**src/rtl/datapath_multi.sv**
```systemverilog
// datapath_multi
// -----------------------------------------------------------------------------
// Parametrised datapath: a REG_COUNT-entry register file, one shared internal
// bus, and a registered ALU. Add/sub/logic operations take one cycle. Shifts
// take one cycle per bit position, with a busy/done handshake for completion.
//
// Parameters
//   WIDTH      data width (power of two, 4..32)
//   REG_COUNT  number of registers (power of two, 2..16)
//
// Ports
//   i_clk, i_reset           clock (rising edge), async active-high reset
//   i_busIn, i_busInEn       external bus source (highest priority)
//   i_ctrlRegBusEn/Sel       register placed onto the bus (lowest priority)
//   i_ctrlAluOE              ALU result register placed onto the bus
//   i_ctrlRegWrEn/Sel        write the resolved bus value into a register
//   i_ctrlAluSelA/SelB       operand registers for the next operation
//   i_ctrlAluOp              0 ADD,1 SUB,2 AND,3 OR,4 XOR,5 SHL,6 SHR,7 ASR
//   i_ctrlAluStart           start an operation (ignored while busy)
//   o_bus, o_busConflict     resolved bus value, more than one source enabled
//   o_aluResult              result register
//   o_aluBusy, o_aluDone     operation in progress, one-cycle completion pulse
//   o_aluFlagN/Z/C/V         registered flags of the last completed operation
// -----------------------------------------------------------------------------
module datapath_multi #(
  parameter int WIDTH     = 8,
  parameter int REG_COUNT = 4,
  localparam int RSEL_W   = $clog2(REG_COUNT),
  localparam int SH_W     = $clog2(WIDTH)
) (
  input  logic              i_clk,
  input  logic              i_reset,
  input  logic [WIDTH-1:0]  i_busIn,
  input  logic              i_busInEn,
  input  logic              i_ctrlRegBusEn,
  input  logic [RSEL_W-1:0] i_ctrlRegBusSel,
  input  logic              i_ctrlAluOE,
  input  logic              i_ctrlRegWrEn,
  input  logic [RSEL_W-1:0] i_ctrlRegWrSel,
  input  logic [RSEL_W-1:0] i_ctrlAluSelA,
  input  logic [RSEL_W-1:0] i_ctrlAluSelB,
  input  logic [2:0]        i_ctrlAluOp,
  input  logic              i_ctrlAluStart,
  output logic [WIDTH-1:0]  o_bus,
  output logic              o_busConflict,
  output logic [WIDTH-1:0]  o_aluResult,
  output logic              o_aluBusy,
  output logic              o_aluDone,
  output logic              o_aluFlagN,
  output logic              o_aluFlagZ,
  output logic              o_aluFlagC,
  output logic              o_aluFlagV
);

  typedef enum logic [2:0] {
    OP_ADD = 3'd0,
    OP_SUB = 3'd1,
    OP_AND = 3'd2,
    OP_OR  = 3'd3,
    OP_XOR = 3'd4,
    OP_SHL = 3'd5,
    OP_SHR = 3'd6,
    OP_ASR = 3'd7
  } aluOpT;

  typedef enum logic {
    ST_IDLE = 1'b0,
    ST_RUN  = 1'b1
  } aluStateT;

  // Register file and ALU state
  logic [WIDTH-1:0] regFileQ [REG_COUNT];

  aluStateT         stateQ, stateD;
  logic [WIDTH-1:0] workQ, workD;
  logic [WIDTH-1:0] opBQ, opBD;
  aluOpT            opQ, opD;
  logic [SH_W-1:0]  cntQ, cntD;
  logic             noShiftQ, noShiftD;
  logic [WIDTH-1:0] resultQ, resultD;
  logic             flagNQ, flagND;
  logic             flagZQ, flagZD;
  logic             flagCQ, flagCD;
  logic             flagVQ, flagVD;
  logic             doneQ, doneD;

  // Bus resolution: external input wins, then the ALU result, then a register.
  // Conflict only reports contention; the priority order still picks a value.
  logic [1:0]       enCount;
  logic [WIDTH-1:0] regBusVal;

  always_comb begin
    enCount   = 2'(i_busInEn) + 2'(i_ctrlAluOE) + 2'(i_ctrlRegBusEn);
    regBusVal = regFileQ[i_ctrlRegBusSel];
    o_busConflict = (enCount >= 2'd2);
    if (i_busInEn) begin
      o_bus = i_busIn;
    end else if (i_ctrlAluOE) begin
      o_bus = resultQ;
    end else if (i_ctrlRegBusEn) begin
      o_bus = regBusVal;
    end else begin
      o_bus = '0;
    end
  end

  // Register file write port; writes stay legal while the ALU runs because
  // the running operation works only on its captured operand copies.
  always_ff @(posedge i_clk or posedge i_reset) begin
    if (i_reset) begin
      for (int i = 0; i < REG_COUNT; i++) begin
        regFileQ[i] <= '0;
      end
    end else if (i_ctrlRegWrEn) begin
      regFileQ[i_ctrlRegWrSel] <= o_bus;
    end
  end

  // Operand capture values seen at the start edge (pre-write register contents)
  logic [WIDTH-1:0] capA, capB;
  logic [SH_W-1:0]  capAmt;
  logic             startIsShift;

  always_comb begin
    capA         = regFileQ[i_ctrlAluSelA];
    capB         = regFileQ[i_ctrlAluSelB];
    capAmt       = capB[SH_W-1:0];
    startIsShift = (i_ctrlAluOp == OP_SHL) || (i_ctrlAluOp == OP_SHR) ||
                   (i_ctrlAluOp == OP_ASR);
  end

  // One-bit shift step of the working value and the bit it pushes out.
  logic [WIDTH-1:0] stepVal;
  logic             stepOut;
  logic             opIsShift;

  always_comb begin
    opIsShift = (opQ == OP_SHL) || (opQ == OP_SHR) || (opQ == OP_ASR);
    case (opQ)
      OP_SHL: begin
        stepVal = {workQ[WIDTH-2:0], 1'b0};
        stepOut = workQ[WIDTH-1];
      end
      OP_SHR: begin
        stepVal = {1'b0, workQ[WIDTH-1:1]};
        stepOut = workQ[0];
      end
      OP_ASR: begin
        stepVal = {workQ[WIDTH-1], workQ[WIDTH-1:1]};
        stepOut = workQ[0];
      end
      default: begin
        stepVal = workQ;
        stepOut = 1'b0;
      end
    endcase
  end

  // Final result and carry/overflow of the operation, valid on the last
  // RUN edge. For shifts the last step is applied here; a zero-length shift
  // passes the operand through with carry cleared.
  logic [WIDTH:0]   addFull;
  logic [WIDTH-1:0] subRes;
  logic [WIDTH-1:0] finalRes;
  logic             finalC, finalV;

  always_comb begin
    addFull  = {1'b0, workQ} + {1'b0, opBQ};
    subRes   = workQ - opBQ;
    finalRes = '0;
    finalC   = 1'b0;
    finalV   = 1'b0;
    case (opQ)
      OP_ADD: begin
        finalRes = addFull[WIDTH-1:0];
        finalC   = addFull[WIDTH];
        finalV   = (workQ[WIDTH-1] == opBQ[WIDTH-1]) &&
                   (addFull[WIDTH-1] != workQ[WIDTH-1]);
      end
      OP_SUB: begin
        finalRes = subRes;
        finalC   = (workQ >= opBQ);
        finalV   = (workQ[WIDTH-1] != opBQ[WIDTH-1]) &&
                   (subRes[WIDTH-1] != workQ[WIDTH-1]);
      end
      OP_AND: finalRes = workQ & opBQ;
      OP_OR:  finalRes = workQ | opBQ;
      OP_XOR: finalRes = workQ ^ opBQ;
      default: begin
        if (noShiftQ) begin
          finalRes = workQ;
          finalC   = 1'b0;
        end else begin
          finalRes = stepVal;
          finalC   = stepOut;
        end
      end
    endcase
  end

  // FSM state register
  always_ff @(posedge i_clk or posedge i_reset) begin
    if (i_reset) begin
      stateQ <= ST_IDLE;
    end else begin
      stateQ <= stateD;
    end
  end

  // FSM next-state logic: a start in RUN is simply not looked at.
  always_comb begin
    stateD = stateQ;
    case (stateQ)
      ST_IDLE: if (i_ctrlAluStart) stateD = ST_RUN;
      ST_RUN:  if (cntQ == SH_W'(1)) stateD = ST_IDLE;
      default: stateD = ST_IDLE;
    endcase
  end

  // FSM outputs
  always_comb begin
    o_aluBusy = (stateQ == ST_RUN);
    o_aluDone = doneQ;
  end

  // ALU datapath next-state: capture in IDLE, count down and shift in RUN,
  // commit result and flags on the edge where the count expires.
  always_comb begin
    workD    = workQ;
    opBD     = opBQ;
    opD      = opQ;
    cntD     = cntQ;
    noShiftD = noShiftQ;
    resultD  = resultQ;
    flagND   = flagNQ;
    flagZD   = flagZQ;
    flagCD   = flagCQ;
    flagVD   = flagVQ;
    doneD    = 1'b0;
    case (stateQ)
      ST_IDLE: begin
        if (i_ctrlAluStart) begin
          workD = capA;
          opBD  = capB;
          opD   = aluOpT'(i_ctrlAluOp);
          if (startIsShift) begin
            cntD     = (capAmt == '0) ? SH_W'(1) : capAmt;
            noShiftD = (capAmt == '0);
          end else begin
            cntD     = SH_W'(1);
            noShiftD = 1'b0;
          end
        end
      end
      ST_RUN: begin
        cntD = cntQ - SH_W'(1);
        if (opIsShift && !noShiftQ) begin
          workD = stepVal;
        end
        if (cntQ == SH_W'(1)) begin
          resultD = finalRes;
          flagND  = finalRes[WIDTH-1];
          flagZD  = (finalRes == '0);
          flagCD  = finalC;
          flagVD  = finalV;
          doneD   = 1'b1;
        end
      end
      default: ;
    endcase
  end

  // ALU datapath registers; reset discards any operation in flight.
  always_ff @(posedge i_clk or posedge i_reset) begin
    if (i_reset) begin
      workQ    <= '0;
      opBQ     <= '0;
      opQ      <= OP_ADD;
      cntQ     <= '0;
      noShiftQ <= 1'b0;
      resultQ  <= '0;
      flagNQ   <= 1'b0;
      flagZQ   <= 1'b0;
      flagCQ   <= 1'b0;
      flagVQ   <= 1'b0;
      doneQ    <= 1'b0;
    end else begin
      workQ    <= workD;
      opBQ     <= opBD;
      opQ      <= opD;
      cntQ     <= cntD;
      noShiftQ <= noShiftD;
      resultQ  <= resultD;
      flagNQ   <= flagND;
      flagZQ   <= flagZD;
      flagCQ   <= flagCD;
      flagVQ   <= flagVD;
      doneQ    <= doneD;
    end
  end

  always_comb begin
    o_aluResult = resultQ;
    o_aluFlagN  = flagNQ;
    o_aluFlagZ  = flagZQ;
    o_aluFlagC  = flagCQ;
    o_aluFlagV  = flagVQ;
  end

endmodule

```
**config.mk**
```make
export PLATFORM = sky130hd
export DESIGN_NAME = datapath_multi
export DESIGN_NICKNAME = d
export VERILOG_FILES = /design/src/rtl/datapath_multi.sv
export SDC_FILE = /design/constraint.sdc
export NUM_CORES = 1
export LEC_CHECK = 0
export ABC_AREA = 1
export BUFFER_PORTS_ARGS = -buffer_cell sky130_fd_sc_hd__buf_2
export CORE_AREA = 10 10 117 119
export DETAILED_ROUTE_END_ITERATION = 10
export DIE_AREA = 0 0 127 129
export PLACE_DENSITY = 0.65
export SLEW_MARGIN = 20
export SYNTH_ARGS = -nofsm -noshare
export SYNTH_HDL_FRONTEND = slang
export SYNTH_SLANG_ARGS = --single-unit
```
**constraint.sdc**
```tcl
create_clock -name i_clk -period 3.1 [get_ports i_clk]
set_input_delay 0.155 -clock i_clk [delete_from_list [all_inputs] [get_ports i_clk]]
set_output_delay 0.155 -clock i_clk [all_outputs]
set_load 0.005 [all_outputs]
```
==> flow_summary_export.csv <==
group,metric,value,unit
finish,diodes,0,
timing,rsz0062_at_grt,"false",
placed_design,dp.cells,899,
clocking,postCtsSetupBuffers,0,
route,drc_errors,0,
clocking,postCtsHoldBufs,0,
power,p_sw_frac,0.482,
grt,grt_busiest_layer,"met2",
floorplan,die_w,127,um
worst_setup_path,cp_slowest_cell,"dfrtp_1",
finish,multiInputGateArea,0.00280,mm2
floorplan,io_pins,49,
route,wl_per_cell,16.3,um
grt,grtUsageMet2,0.310,
route,wl,14900,um
route,vias,5051,
finish,finalNonFillerCells,914,
power,intPower,2900,uW
yosys,yosysUniqueCellTypes,32,
placed_design,numPortBuffers,48,
clocking,cts_root_buf,"clkbuf_16",
timing,clock-skew-final,0.00541,ns
run_status,run_status,"finished, final reports clean",
power,p_leak,0.00280,uW
floorplan,dieArea,0.0164,mm2
timing,setup-tns-final,0,ns
yosys,synthCells,736,
finish,regArea,0.00170,mm2
floorplan,std_cell_rows,39,
finish,layout-drive-gt1-share,0.108,
grt,grtUsageTotal,0.180,
placed_design,placed_area,0.00531,mm2
clocking,cts-resized-gates,0,
route,dr.first_iter.drc_count,310,
timing,setup_viol,0,
power,combPwrFrac,0.534,
worst_hold_path,worstHoldPathType,"in2async",
grt,grt_pass1_vias,4898,
grt,grt.overflow.total,0,
floorplan,start_util,0.442,
worst_setup_path,path_max_fanout,16,
run,cap_violations,0,
route,drt_first_pass_iters,7,
yosys,ys_seq_area_frac,0.340,
route,ant_nets,0,
yosys,synth.avg_cell_area,6.80,um2
floorplan,dieHeight,129,um
power,clkPwrFrac,0.185,
placed_design,gp_congestion,0.930,
route,post_drt_via_cell_ratio,5.53,
placed_design,place_ws,0.794,ns
grt,antenna_found_initial,0,
yosys,synth_edf_count,0,
yosys,ys_dominant_reg_cell,"dfrtp_1",
grt,met3_usage,0.0279,
yosys,netlist_area,0.00500,mm2
worst_setup_path,endpoint_kind,"flop",
timing,setup_ws,0.772,ns
worst_setup_path,startpoint_type,"flop",
power,vdd_drop_max,0.000391,V
power,p_sw,2700,uW
worst_setup_path,critPathMaxStageDelay,0.63,ns
timing,drv_slew,0,
clocking,clock_path_buffers,2,
finish,area_delta_synth_final,12.1,%
finish,fin_area,0.00561,mm2
yosys,synth_seq_cells,68,
grt,grt_use_met1,0.222,
power,power_frac_seq,0.281,
clocking,cts_buffers,9,
placed_design,hpwl,11800,um
worst_setup_path,cp.arrival,2.58,ns
worst_setup_path,crit_family,"buffers and inverters",
worst_setup_path,path_buf_inv,3,
timing,hold_viol,0,
power,p_per_area,999,mW/mm2
timing,worst_hold_slack,0.0725,ns
clocking,clkSinkCount,68,
yosys,ys_async_sr_fraction,1.00,
timing,relSlewSlack,0.429,
grt,grt_max_degree,69,
clocking,h-tree-depth,3,
clocking,cts_tree,"yes",
floorplan,core_area,0.0113,mm2
timing,fin_crit,2.33,ns
worst_setup_path,timing.critical_path.cells,"inv_1 -> nand2_1 -> inv_2 -> a21oi_4 -> inv_2 -> o21ai_1 -> a21oi_1 -> a21oi_1",
yosys,yosysWarnings,0,
finish,nFillCells,1155,
timing,tightest_slew,0.856,ns
worst_setup_path,path_class,"reg2reg",
worst_setup_path,required,3.35,ns
grt,grt_pass1_wl,24700,um
clocking,clk_pin_slew,0.06,ns
timing,max_freq,0.430,GHz
clocking,clk_latency,0.33,ns
yosys,syn_nets,791,
finish,nNetsFinal,822,
timing,period_share,0.751,
[logic make-up after synthesis]
logic type / after synthesis / synth area share
compound gates: 213 / 0.230
xor+xnor: 1 / 0.00175
fa+ha+maj: 29 / 0.0755
buf+inv: 129 / 0.0998
flops: 68 / 0.340
simple gates: 296 / 0.253
[placed cells by master, fill, tap and decap left out, drive strengths merged, types with 7 or more instances in the layout]
| cell type | count |
|---|---|
| a31oi | 7 |
| o211ai | 9 |
| clkbuf | 14 |
| nand3 | 61 |
| buf | 49 |
| inv | 97 |
| nor2 | 58 |
| nand4 | 13 |
| nand2 | 157 |
| ha | 27 |
| a21oi | 72 |
| o21ai | 110 |
| dfrtp | 68 |
[cell usage after synthesis, types with 3 or more instances]
cell type,instances,area [um2]
buf_1,5,18.8
a21oi_1,70,350
nand3_1,58,290
clkbuf_1,16,60.1
buf_2,6,30.0
ha_1,27,338
a22oi_1,5,37.5
o22ai_1,6,37.5
a31oi_1,7,43.8
nor2_1,58,218
nand3_2,3,30.0
inv_1,89,334
clkinv_1,3,11.3
dfrtp_1,68,1700
nand4_1,13,81.3
nand2_1,153,574
o21ai_1,8,40.0
inv_2,8,30.0
nand2_2,3,18.8
o21ai_0,102,510
nor3_1,4,20.0
o211ai_1,9,67.6
[sequential cells by signal, summed over array words and instances (netlist names)]
register     count
opQ              3
o_aluBusy        1
cntQ             3
o_aluResult      8
o_aluDone        1
o_aluFlagC       1
noShiftQ         1
opBQ             8
workQ            8
o_aluFlagV       1
o_aluFlagZ       1
regFileQ        32
[through the flow]
stage | utilization | total power [uW]
after global placement | 0.469 | 4530
after floorplan | - | 3680
after global routing | 0.496 | 6120
final | 0.496 | 5610
after detailed placement | 0.469 | 4550
after CTS | 0.496 | 5600
[power groups by stage]
stage | Clock [uW] | Combinational (uW) | Sequential (uW)
2_1_floorplan | 0 | 2250 | 1420
3_3_place_gp | 0 | 2970 | 1560
3_5_place_dp | 0 | 2970 | 1580
4_1_cts | 1050 | 2990 | 1560
5_1_grt | 1090 | 3420 | 1620
6_report | 1040 | 3000 | 1570
[final cells by class]
cell class                 count  share of cell area
multi-input combinational    539               0.500
sequential                    68               0.303
inverter                     100              0.0669
clock buffer                  14              0.0488
timing repair buffer          49              0.0441
tap                          143              0.0319
clock inverter                 1             0.00535
[tightest hold or removal path: cells and delay by family]
family / cells / cell delay, ns
buffers and inverters: 3 / 0.78
[metal layers]
metal,vias to the layer above,part of all wire
met1,2350,0.45
li1,2523,-
met4,0,0.022
met2,152,0.49
met5,-,0
met3,26,0.042
[final timing paths]
path,startpoint,endpoint,slack (ns),cells past startpoint
max,o_aluBusy$_DFF_PP0_,workQ[3]$_DFFE_PP0P_,0.77,8
min,i_reset,regFileQ[26]$_DFFE_PP0P_,0.07,3
max reg2reg,o_aluBusy$_DFF_PP0_,workQ[3]$_DFFE_PP0P_,0.77,8
min reg2reg,o_aluFlagZ$_DFFE_PP0P_,o_aluFlagZ$_DFFE_PP0P_,0.48,2
max in group asynchronous,i_reset,o_aluFlagZ$_DFFE_PP0P_,2.46,3
min in group i_clk,i_ctrlAluOp[1],opQ[1]$_DFFE_PP0P_,0.10,3
Note: power is estimated with default switching activity, not from simulation.
